$ cat src/rtl/sete_segmentos_velocidade_mux.sv
// ============================================================================
// sete_segmentos_velocidade_mux: ramped speed level shown on scanned 7-seg digits
// Rev 1.0
// ============================================================================
`default_nettype none

module sete_segmentos_velocidade_mux #(
  parameter int SPEED_W    = 4,
  parameter int NUM_DIGITS = 2,
  parameter int SCAN_DIV   = 1000,
  parameter int RAMP_DIV   = 50000
) (
  input  logic                  clk,
  input  logic                  rst_n,
  input  logic [SPEED_W-1:0]    speed_sel,
  input  logic                  enable,
  output logic [6:0]            seg,
  output logic [NUM_DIGITS-1:0] dig_en,
  output logic [SPEED_W-1:0]    speed_cur,
  output logic                  ramping
);

  localparam int RAMP_W = (RAMP_DIV > 1) ? $clog2(RAMP_DIV) : 1;
  localparam int SCAN_W = (SCAN_DIV > 1) ? $clog2(SCAN_DIV) : 1;
  localparam int IDX_W  = (NUM_DIGITS > 1) ? $clog2(NUM_DIGITS) : 1;
  localparam int BCD_W  = 4 * NUM_DIGITS;

  logic [SPEED_W-1:0]    sel_meta_q, sel_sync_q;
  logic                  en_meta_q, en_sync_q;
  logic [SPEED_W-1:0]    target;
  logic [RAMP_W-1:0]     ramp_cnt_q, ramp_cnt_d;
  logic                  tick;
  logic [SPEED_W-1:0]    speed_cur_q, speed_cur_d;
  logic                  blink_q, blink_d;
  logic [SCAN_W-1:0]     scan_cnt_q, scan_cnt_d;
  logic [IDX_W-1:0]      dig_idx_q, dig_idx_d;
  logic [BCD_W-1:0]      bcd;
  logic [NUM_DIGITS-1:0] blank;
  logic                  higher_nz;
  logic [3:0]            digit_val;
  logic [6:0]            seg_q, seg_d;
  logic [NUM_DIGITS-1:0] dig_en_q, dig_en_d;

  function automatic logic [6:0] glyph(input logic [3:0] v);
    case (v)
      4'd0:    glyph = 7'b1111110;
      4'd1:    glyph = 7'b0110000;
      4'd2:    glyph = 7'b1101101;
      4'd3:    glyph = 7'b1111001;
      4'd4:    glyph = 7'b0110011;
      4'd5:    glyph = 7'b1011011;
      4'd6:    glyph = 7'b1011111;
      4'd7:    glyph = 7'b1110000;
      4'd8:    glyph = 7'b1111111;
      4'd9:    glyph = 7'b1111011;
      default: glyph = 7'b0000000;
    endcase
  endfunction

  assign target  = en_sync_q ? sel_sync_q : '0;
  assign tick    = (ramp_cnt_q == RAMP_W'(RAMP_DIV - 1));
  assign ramping = (speed_cur_q != target);

  // Ramp, blink and scan next-state
  always_comb begin
    ramp_cnt_d  = tick ? '0 : ramp_cnt_q + RAMP_W'(1);
    speed_cur_d = speed_cur_q;
    if (tick && (speed_cur_q < target)) begin
      speed_cur_d = speed_cur_q + SPEED_W'(1);
    end else if (tick && (speed_cur_q > target)) begin
      speed_cur_d = speed_cur_q - SPEED_W'(1);
    end
    blink_d = 1'b1;
    if (ramping) begin
      blink_d = tick ? ~blink_q : blink_q;
    end
    scan_cnt_d = scan_cnt_q + SCAN_W'(1);
    dig_idx_d  = dig_idx_q;
    if (scan_cnt_q == SCAN_W'(SCAN_DIV - 1)) begin
      scan_cnt_d = '0;
      dig_idx_d  = (dig_idx_q == IDX_W'(NUM_DIGITS - 1)) ? '0 : dig_idx_q + IDX_W'(1);
    end
  end

  // Combinational double-dabble binary to BCD
  always_comb begin
    bcd = '0;
    for (int i = SPEED_W - 1; i >= 0; i--) begin
      for (int d = 0; d < NUM_DIGITS; d++) begin
        if (bcd[4*d +: 4] > 4'd4) begin
          bcd[4*d +: 4] = bcd[4*d +: 4] + 4'd3;
        end
      end
      bcd = {bcd[BCD_W-2:0], speed_cur_q[i]};
    end
  end

  // A digit blanks when it and every more significant digit are zero
  always_comb begin
    higher_nz = 1'b0;
    blank     = '0;
    for (int d = NUM_DIGITS - 1; d >= 0; d--) begin
      higher_nz = higher_nz | (bcd[4*d +: 4] != 4'd0);
      blank[d]  = (d != 0) && !higher_nz;
    end
  end

  always_comb begin
    digit_val           = bcd[4*dig_idx_q +: 4];
    dig_en_d            = '0;
    dig_en_d[dig_idx_q] = 1'b1;
    seg_d               = (blink_q && !blank[dig_idx_q]) ? glyph(digit_val) : 7'b0000000;
  end

  always_ff @(posedge clk) begin
    if (!rst_n) begin
      sel_meta_q  <= '0;
      sel_sync_q  <= '0;
      en_meta_q   <= 1'b0;
      en_sync_q   <= 1'b0;
      ramp_cnt_q  <= '0;
      speed_cur_q <= '0;
      blink_q     <= 1'b1;
      scan_cnt_q  <= '0;
      dig_idx_q   <= '0;
      seg_q       <= 7'b1111110;
      dig_en_q    <= NUM_DIGITS'(1);
    end else begin
      sel_meta_q  <= speed_sel;
      sel_sync_q  <= sel_meta_q;
      en_meta_q   <= enable;
      en_sync_q   <= en_meta_q;
      ramp_cnt_q  <= ramp_cnt_d;
      speed_cur_q <= speed_cur_d;
      blink_q     <= blink_d;
      scan_cnt_q  <= scan_cnt_d;
      dig_idx_q   <= dig_idx_d;
      seg_q       <= seg_d;
      dig_en_q    <= dig_en_d;
    end
  end

  assign seg       = seg_q;
  assign dig_en    = dig_en_q;
  assign speed_cur = speed_cur_q;

endmodule

`default_nettype wire
$ cat config.mk
export PLATFORM = sky130hd
export DESIGN_NAME = sete_segmentos_velocidade_mux
export DESIGN_NICKNAME = d
export VERILOG_FILES = /design/src/rtl/sete_segmentos_velocidade_mux.sv
export SDC_FILE = /design/constraint.sdc
export NUM_CORES = 1
export LEC_CHECK = 0
export CAP_MARGIN = 5
export CORE_MARGIN = 5
export CORE_UTILIZATION = 50
export DETAILED_ROUTE_END_ITERATION = 10
export GPL_ROUTABILITY_DRIVEN = 0
export PLACE_DENSITY = 0.74
export SLEW_MARGIN = 30
export SYNTH_ARGS = -nofsm -noshare
export SYNTH_HDL_FRONTEND = slang
export SYNTH_SLANG_ARGS = --single-unit
$ cat constraint.sdc
create_clock -name clk -period 2.74 [get_ports clk]
set_input_delay 0.411 -clock clk [delete_from_list [all_inputs] [get_ports clk]]
set_output_delay 0.411 -clock clk [all_outputs]
set_load 0.05 [all_outputs]
# Word level (Yosys, flattened, before mapping)
# Memories as Yosys holds them, arrays and structs flattened.
# Cells that the tools add are included.
[totals] reg_bits=51 romBits=112 input_bits=7 output_inout_bits=14 elab_cells=51 memories=1
[mem_list] memory="(name not given)" depth=16 word_bits=7 rd=1 rd_clocked_by_memory_dff=0 write_ports=0 line_no="45" text="case (v)"
[op_classes] addsub=6 magnitude_cmp=5 eq_ne=3 shift=1 n_mux=10 n_bitwise=2 reduce_logical=11
[ops] operator="$add A16 B1 Y16 const B" n=1
[ops] operator="$eq A16 B16 Y1 const B" n=1
[ops] operator="$mux W4" n=4
[ops] operator="$add A10 B1 Y10 const B" n=1
[ops] operator="$eq A10 B10 Y1 const B" n=1
[ops] operator="$shiftx A8 B4 Y4" n=1
[ops] operator="$mux W7" n=1
[ops] operator="$add A3 B2 Y4 const B" n=1
[ops] operator="$add A4 B1 Y4 const B" n=1
[ops] operator="$gt A4 B4 Y1" n=1
[ops] operator="$logic_and A1 B1 Y1" n=4
[ops] operator="$lt A4 B4 Y1" n=1
[ops] operator="$mux W1" n=4
[ops] operator="$ne A4 B4 Y1" n=1
[ops] operator="$reduce_and A2 Y1" n=2
[ops] operator="$reduce_or A2 Y1" n=2
[ops] operator="$sub A4 B1 Y4 const B" n=1
[ops] operator="$gt A3 B3 Y1 const B" n=1
[ops] operator="$logic_not A1 Y1" n=2
[ops] operator="$lt A1 B2 Y1 const B" n=1
[ops] operator="$not A1 Y1" n=2
[ops] operator="$reduce_bool A2 Y1" n=1
[ops] operator="$add A1 B1 Y1 const B" n=1
[ops] operator="$demux W1 S1" n=1
[ops] operator="$ge A1 B1 Y1 const B" n=1

# Logic depth before layout (Yosys ltp)
# Gate-level depths: netlist (run 1).
[depth] ltp_word=8 mapped_depth=12 ltp_nobuf=12

# Worst setup path before layout (run 1)
# Ideal clock, no wire load.
[synth_path] kind="register -> register" startpoint="reg speed_cur_q[1], in the netlist speed_cur[1]" endpoint="reg speed_cur_q[3], in the netlist speed_cur[3]" setup_ps=122 arrival_time_ps=2799 required_ps=2618 slack_ps=-181 stages_incl_launch_ff=11 n_path_buf=0 period_less_slack_ps=2921 cell_sequence="dfxtp_1 ha_1 nor2b_1 o211ai_1 nand3_1 ha_1 a21o_1 a21oi_1 or3_1 o311ai_1 a311o_1"
[synth_via] elab_chain_cells=3 elab_cells_between_ends=9 cone_classes="2 x add/sub; 2 x order compare; 2 x mux; 3 x reduce/logical"
[synth_lines] element="start, declared" line_no="33" text="logic [SPEED_W-1:0] speed_cur_q, speed_cur_d;"
[synth_lines] element="start signal, assigned" line_no="134" text="speed_cur_q <= speed_cur_d;"
[synth_lines] element="$sub A4 B1 Y4 (tied with other cells)" line_no="71" text="speed_cur_d = speed_cur_q - SPEED_W'(1);"
[synth_lines] element="$mux W4 (tied with other cells)" line_no="70" text="end else if (tick && (speed_cur_q > target)) begin"
[synth_lines] element="$mux W4 or $reduce_bool A2 Y1 (tied branches)"
# Parallel ways exist; a longest one is shown, timed or not. The select of a mux whose other input is x is not followed.
# A chain may end at the register's enable or synchronous reset.

# Worst setup path after layout (run 1)
[layout_path] startpoint="reg ramp_cnt_q[11]" endpoint="reg speed_cur_q[3], in the netlist speed_cur[3]"
[layout_via] elab_chain_cells=3 elab_cells_between_ends=5 cone_classes="1 x eq/ne; 1 x mux; 3 x reduce/logical"
[layout_lines] element="start, declared" line_no="31" text="logic [RAMP_W-1:0] ramp_cnt_q, ramp_cnt_d;"
[layout_lines] element="start signal, assigned" line_no="133" text="ramp_cnt_q <= ramp_cnt_d;"
[layout_lines] element="$eq A16 B16 Y1 *" line_no="61" text="assign tick = (ramp_cnt_q == RAMP_W'(RAMP_DIV - 1));"
[layout_lines] element="$logic_and A1 B1 Y1 (on tied branches)" line_no="68, 70"
[layout_lines] element="$mux W4 or $reduce_bool A2 Y1 (tied branches)"
# Mark *: on every way between the ends. The rest lies on a longest branch, timed or not.

==> results of run 1 <==
logic make-up (layout without fill, tap and decap cells):
kind of cell             Yosys count  after routing  share of synthesized area
adder cells (fa/ha/maj)           17             17                    0.09534
multiplexers                       2              2                   0.008668
XOR/XNOR                          23             23                    0.08721
AO/OA/AOI/OAI                     37             37                    0.09588
AND/OR/NAND/NOR                  107            107                     0.2427
flip-flops                        51             51                     0.4420
buffers and inverters             15             46                    0.02817
how the worst max path moves through the flow:
| stage | start | to | slack (ns) | cells past startpoint |
|---|---|---|---|---|
| CTS | ramp_cnt_q[11]$_SDFF_PP0_ | speed_cur[3]$_SDFFE_PN0P_ | 0.06 | 9 |
| detailed placement | ramp_cnt_q[11]$_SDFF_PP0_ | speed_cur[3]$_SDFFE_PN0P_ | 0.07 | 9 |
| floorplan | ramp_cnt_q[11]$_SDFF_PP0_ | speed_cur[3]$_SDFFE_PN0P_ | 0.06 | 9 |
| global route | ramp_cnt_q[11]$_SDFF_PP0_ | speed_cur[3]$_SDFFE_PN0P_ | -0.05 | 9 |
| global placement | ramp_cnt_q[11]$_SDFF_PP0_ | speed_cur[3]$_SDFFE_PN0P_ | 0.14 | 9 |
| finish | ramp_cnt_q[11]$_SDFF_PP0_ | speed_cur[3]$_SDFFE_PN0P_ | 0.13 | 9 |
per-layer routing:
metal  track usage  up-vias
met1        0.1840      801
met3       0.03819        7
li1              -      932
met2        0.2187       26
met4       0.05068        0
met5             0        -
through the flow:
step | setup TNS, ns | instances
after global placement | 0 | 327
after detailed placement | 0 | 327
after global routing | -0.04908 | 335
final | 0 | 335
after CTS | 0 | 335
after floorplan | 0 | 252
critical path, delay by kind of cell (launching register included):
| family | cells | cell delay [ns] |
|---|---|---|
| simple gates | 4 | 1.17 |
| compound gates | 4 | 0.71 |
| flops | 1 | 0.34 |
| fa+ha+maj | 1 | 0.29 |
power by group through the flow:
stage,sequential [uW],combinational [uW],clock (uW)
final,793,292,528
after global routing,799,317,578
after CTS,793,287,545
after detailed placement,811,284,0
after global placement,811,283,0
after floorplan,859,135,0
registers in the layout, summed over array words and instances (netlist names):
| name | count |
|---|---|
| speed_cur | 4 |
| sel_sync_q | 4 |
| dig_en | 2 |
| en_sync_q | 1 |
| en_meta_q | 1 |
| dig_idx_q | 1 |
| seg | 7 |
| scan_cnt_q | 10 |
| blink_q | 1 |
| ramp_cnt_q | 16 |
| sel_meta_q | 4 |
cell usage after synthesis, types with 4 or more instances:
cell type	n
or3_1	4
ha_1	16
xnor2_1	11
nand3_1	14
nand2_1	13
nand4_1	8
and3_1	8
xor2_1	12
inv_1	10
and2_1	15
a21oi_1	13
nor2_1	36
o21ai_0	12
dfxtp_1	51
cell type report:
type / count / area, um^2
fill: 388 / 1665
clock buffer: 6 / 82.58
tap: 52 / 65.06
multi-input combinational: 186 / 1249
timing repair buffer: 27 / 252.7
inverter: 11 / 41.29
sequential: 51 / 1023
clock inverter: 2 / 35.03
==> flow_summary_export.csv, run 1 <==
group,metric,value,unit
run_status,status,"finished clean",
cells_and_area,num_antenna_cells,0,
cells_and_area,layout_commonest_cell,"dfxtp_1",
critical_path,cp_slowest_cell,"or4_4",
clock_network,path_clk_slew,0.08,ns
sta,finClkSkew,0.006690,ns
critical_path,cp_cell_sequence,"or4_4 -> nor4_4 -> nand3_2 -> ha_1 -> a21o_1 -> a21oi_2 -> or3_1 -> o311ai_2 -> a311o_1",
synth,syn_inst,252,
clock_network,hold_buffers,0,
cells_and_area,fin_area,2749,um^2
floorplan,start_util,0.5232,
hold_path,min_to,"sel_sync_q[0]$_SDFF_PN0_",
sta,period_share,0.9543,
synth,yosys_most_used_dff,"dfxtp_1",
routing,wl_met3,178,um
power_and_ir_drop,p_leak,0.001080,uW
power_and_ir_drop,power_density,586.8,nW/um^2
critical_path,rr_worst_depth,9,
routing,met2_length,1.827,mm
cells_and_area,nNetsFinal,306,
clock_network,clk_latency,0.30,ns
power_and_ir_drop,p_clk_frac,0.327,
global_route,grt_overflow_total,0,
hold_path,hp-start,"sel_meta_q[0]$_SDFF_PN0_",
sta,finalSetupViolCount,0,
global_route,grt_max_degree,23,
routing,totalWireLength,4.043,mm
clock_network,numClockSinks,51,
floorplan,num_rows,24,
clock_network,ctsResizeCount,0,
placed_design,io_buffers,20,
critical_path,crit_arrival,2.80,ns
routing,detailedRoute.firstPassIterationCount,4,
cells_and_area,syn_to_final_growth,19.01,%
synth,yosys_warnings,0,
floorplan,die_w,77.97,um
floorplan,die_y,77.97,um
global_route,grt_usage,0.1396,
sta,slew_violations,0,
sta,maxSlewHeadroom,0.6216,
sta,tightest_slew,0.5638,ns
routing,routedWlPerCell,12.07,um
global_route,grt_pass1_vias,1608,
critical_path,critical_path_class,"reg2reg",
routing,vias,1766,
power_and_ir_drop,pwr-share-seq,0.492,
critical_path,crit_path_end_kind,"flop",
routing,drt_iter0_markers,60,
critical_path,worstSetupStartpointType,"flop",
global_route,grt_pass1_wl,7.003,mm
floorplan,io_pins,21,
sta,hold_ws,0.4393,ns
placed_design,hpwl,2.888,mm
synth,synth_edf_count,0,
synth,synthTopCellsByArea,"dfxtp_1, ha_1, nor2_1, xor2_1, xnor2_1",
clock_network,cts-root-buf,"clkbuf_8",
power_and_ir_drop,pwr-share-comb,0.181,
power_and_ir_drop,p_switching,433.6,uW
sta,final.min_clock_period,2.615,ns
critical_path,worst_path_largest_cell_delay,0.57,ns
clock_network,clock_path_buffers,2,
floorplan,dieArea,6079,um^2
sta,fmax,382.5,MHz
synth,yosys.area.top_type_share,0.4420,
critical_path,required,2.93,ns
synth,post_synth_num_cell_types,38,
routing,antenna_left,0,
power_and_ir_drop,p_total,1613,uW
clock_network,cts_inserted_buffers,5,
synth,synth_area_leader_cell,"dfxtp_1",
power_and_ir_drop,swShare,0.2688,
sta,worst_slack,0.1253,ns
clock_network,htreeDepth,2,
synth,ys_seq_area_frac,0.4420,
cells_and_area,layout-drive-gt1-share,0.08481,
cells_and_area,final_core_util,0.6227,
job,max-cap-violations,0,
synth,synth.net_count,276,
routing,drc_errors,0,
synth,synth-seq-cells,51,
routing,routed.top_layer,"met4",
routing,m1WireLength,1.982,mm
critical_path,rr_endpoint,"speed_cur[3]$_SDFFE_PN0P_",
cells_and_area,final_cell_mix,"dfxtp_1, nor2_1, clkdlybuf4s50_1",
hold_path,min_path_type,"reg2reg",
clock_network,cts_tree,"yes",
floorplan,core_area,4414,um^2
placed_design,placed_area,2606,um^2
placed_design,preCtsSetupSlack,0.07302,ns
global_route,antenna_found_initial,0,
critical_path,reg2reg_slack,0.13,ns
synth,syn_area,2310,um^2
critical_path,critPathMaxFanout,4,
clock_network,post_cts_buffers,0,
routing,viasPerCell,5.272,
synth,synthArstFlopShare,0,
synth,syn_avg_cell_area,9.166,um^2
hold_path,min_path_cells,1,
critical_path,r2r-start,"ramp_cnt_q[11]$_SDFF_PP0_",
power_and_ir_drop,internal_power,1180,uW
power_and_ir_drop,irDropWorstVdd,0.5417,mV
sta,final_hold_viol_count,0,
Note: power is estimated with default switching activity, not from simulation.
==> inputs of run 2 (changes only) <==
--- a/config.mk
+++ b/config.mk
@@ -16,2 +16,3 @@
 export SYNTH_HDL_FRONTEND = slang
 export SYNTH_SLANG_ARGS = --single-unit
+export TNS_END_PERCENT = 20
==> constraint.sdc (replaced) <==
create_clock -name clk -period 2.74 [get_ports clk]
set_input_delay 0.548 -clock clk [delete_from_list [all_inputs] [get_ports clk]]
set_output_delay 0.548 -clock clk [all_outputs]
set_load 0.05 [all_outputs]
==> flow_summary_export.csv, run 2 (synthesis gave the netlist of run 1 again) <==
group,metric,value,unit
clock_network,cts-root-buf,"clkbuf_8",
global_route,grt_max_degree,23,
cells_and_area,top_register,"ramp_cnt_q",
power_and_ir_drop,pwr-share-seq,0.504,
sta,tightest_slew,0.5675,ns
clock_network,clock_path_buffers,2,
global_route,grt_pass1_wl,7.534,mm
critical_path,required,2.98,ns
global_route,top_usage_layer,"met2",
global_route,grt_pass1_vias,1737,
global_route,antenna_found_initial,0,
clock_network,hold_buffers,0,
cells_and_area,num_antenna_cells,0,
critical_path,crit_arrival,2.82,ns
critical_path,critPathMaxFanout,4,
power_and_ir_drop,p_leak,0.001068,uW
global_route,gr-usage-met2,0.2429,
floorplan,die_y,77.97,um
critical_path,cp_cell_sequence,"or4_4 -> nor4_4 -> nand3_2 -> ha_1 -> a21o_1 -> a21oi_2 -> or3_1 -> o311ai_1 -> a311o_1",
routing,detailedRoute.firstPassIterationCount,4,
floorplan,num_rows,24,
critical_path,critical_path.top_delay_family,"simple AND/OR/NAND/NOR gates",
floorplan,core_area,4414,um^2
clock_network,cts_tree,"yes",
power_and_ir_drop,p_switching,434.2,uW
clock_network,numClockSinks,51,
critical_path,cp_slowest_cell,"or4_4",
sta,fmax,387.5,MHz
power_and_ir_drop,swShare,0.2756,
global_route,grt.met3_usage,0.03356,
power_and_ir_drop,p_clk_frac,0.317,
critical_path,crit_buf_inv,0,
floorplan,start_util,0.5232,
clock_network,path_clk_slew,0.08,ns
sta,fin_setup_tns,0,ns
placed_design,placed_area,2596,um^2
cells_and_area,nNetsFinal,306,
clock_network,cts_inserted_buffers,5,
power_and_ir_drop,pwr-share-comb,0.179,
sta,finClkSkew,0.004265,ns
global_route,grt_usage,0.1457,
cells_and_area,layout-drive-gt1-share,0.08156,
placed_design,placed_cells,326,
clock_network,htreeDepth,2,
cells_and_area,fin_area,2728,um^2
floorplan,dieArea,6079,um^2
sta,final.min_clock_period,2.581,ns
routing,vias,1802,
sta,final_hold_viol_count,0,
cells_and_area,largest_reg_flops,16,
power_and_ir_drop,internal_power,1141,uW
cells_and_area,n_fill_cell,387,
cells_and_area,syn_to_final_growth,18.09,%
cells_and_area,final_cells,334,
job,max-cap-violations,0,
routing,totalWireLength,4.136,mm
run_status,status,"finished clean",
floorplan,io_pins,21,
routing,viasPerCell,5.395,
power_and_ir_drop,p_total,1576,uW
routing,drt_iter0_markers,76,
critical_path,worstSetupStartpointType,"flop",
power_and_ir_drop,irDropWorstVdd,0.4493,mV
clock_network,clk_latency,0.30,ns
routing,antenna_left,0,
sta,maxSlewHeadroom,0.6191,
power_and_ir_drop,power_density,577.6,nW/um^2
critical_path,critical_path_class,"reg2reg",
routing,routedWlPerCell,12.38,um
cells_and_area,layout_commonest_cell,"dfxtp_1",
sta,slew_violations,0,
hold_path,min_path_type,"reg2reg",
global_route,grt_util_met1,0.1907,
cells_and_area,final_cell_mix,"dfxtp_1, nor2_1, clkdlybuf4s50_1",
sta,rsz0062_at_grt,"false",
floorplan,die_w,77.97,um
critical_path,worst_path_largest_cell_delay,0.57,ns
placed_design,io_buffers,20,
sta,period_share,0.9418,
critical_path,crit_path_end_kind,"flop",
routing,drc_errors,0,
global_route,grt_overflow_total,0,
sta,finalSetupViolCount,0,
placed_design,hpwl,3.045,mm
## run 2: cell types whose count changed in the layout (fill, tap and decap cells not counted), sizes merged
cell and delta:
clkbuf -1, clkinv -1, clkdlybuf4s50 -1, buf +1
clkinvlp +1
## run 2: final cells by class
| cell class | count | area, um^2 | area share |
|---|---|---|---|
| sequential | 51 | 1023 | 0.3752 |
| clock buffer | 5 | 68.82 | 0.02523 |
| clock inverter | 2 | 37.54 | 0.01376 |
| timing repair buffer | 27 | 250.2 | 0.09174 |
| inverter | 11 | 41.29 | 0.01514 |
| multi-input combinational | 186 | 1241 | 0.4550 |
| tap | 52 | 65.06 | 0.02385 |
## run 2: what timing repair did
| action | CTS | global route |
|---|---|---|
| resized for setup | 0 | 3 |
| buffers inserted | 0 | 1 |
| setup endpoints to repair | 0 | 1 |
## run 2: routing by layer
layer	vias up	share of wire
li1	930	-
met1	847	0.47
met2	20	0.49
met3	5	0.037
met4	0	0.0097
met5	-	0
## run 2: power by group through the flow
| stage | combinational [uW] | sequential (uW) | clock (uW) |
|---|---|---|---|
| after global placement | 274 | 811 | 0 |
| after detailed placement | 280 | 813 | 0 |
| after global routing | 312 | 801 | 547 |
| after CTS | 281 | 795 | 517 |
| final | 282 | 794 | 499 |
| after floorplan | 135 | 859 | 0 |
## run 2: worst paths after layout
kind,from,to,slack [ns],cells past startpoint
worst max-delay path,ramp_cnt_q[11]$_SDFF_PP0_,speed_cur[3]$_SDFFE_PN0P_,0.16,9
worst min-delay path,sel_meta_q[1]$_SDFF_PN0_,sel_sync_q[1]$_SDFF_PN0_,0.44,1
worst max register to register,ramp_cnt_q[11]$_SDFF_PP0_,speed_cur[3]$_SDFFE_PN0P_,0.16,9
worst min register to register,sel_meta_q[1]$_SDFF_PN0_,sel_sync_q[1]$_SDFF_PN0_,0.44,1
## run 2: metrics by stage
stage	util	hold slack (ns)	setup slack, ns
4_1_cts	0.6122	0.4413	0.05400
6_report	0.6179	0.4377	0.1594
2_1_floorplan	-	0.4119	0.05904
3_3_place_gp	0.5882	0.4160	0.1355
3_5_place_dp	0.5882	0.4198	0.07841
5_1_grt	0.6179	0.4612	0.004209
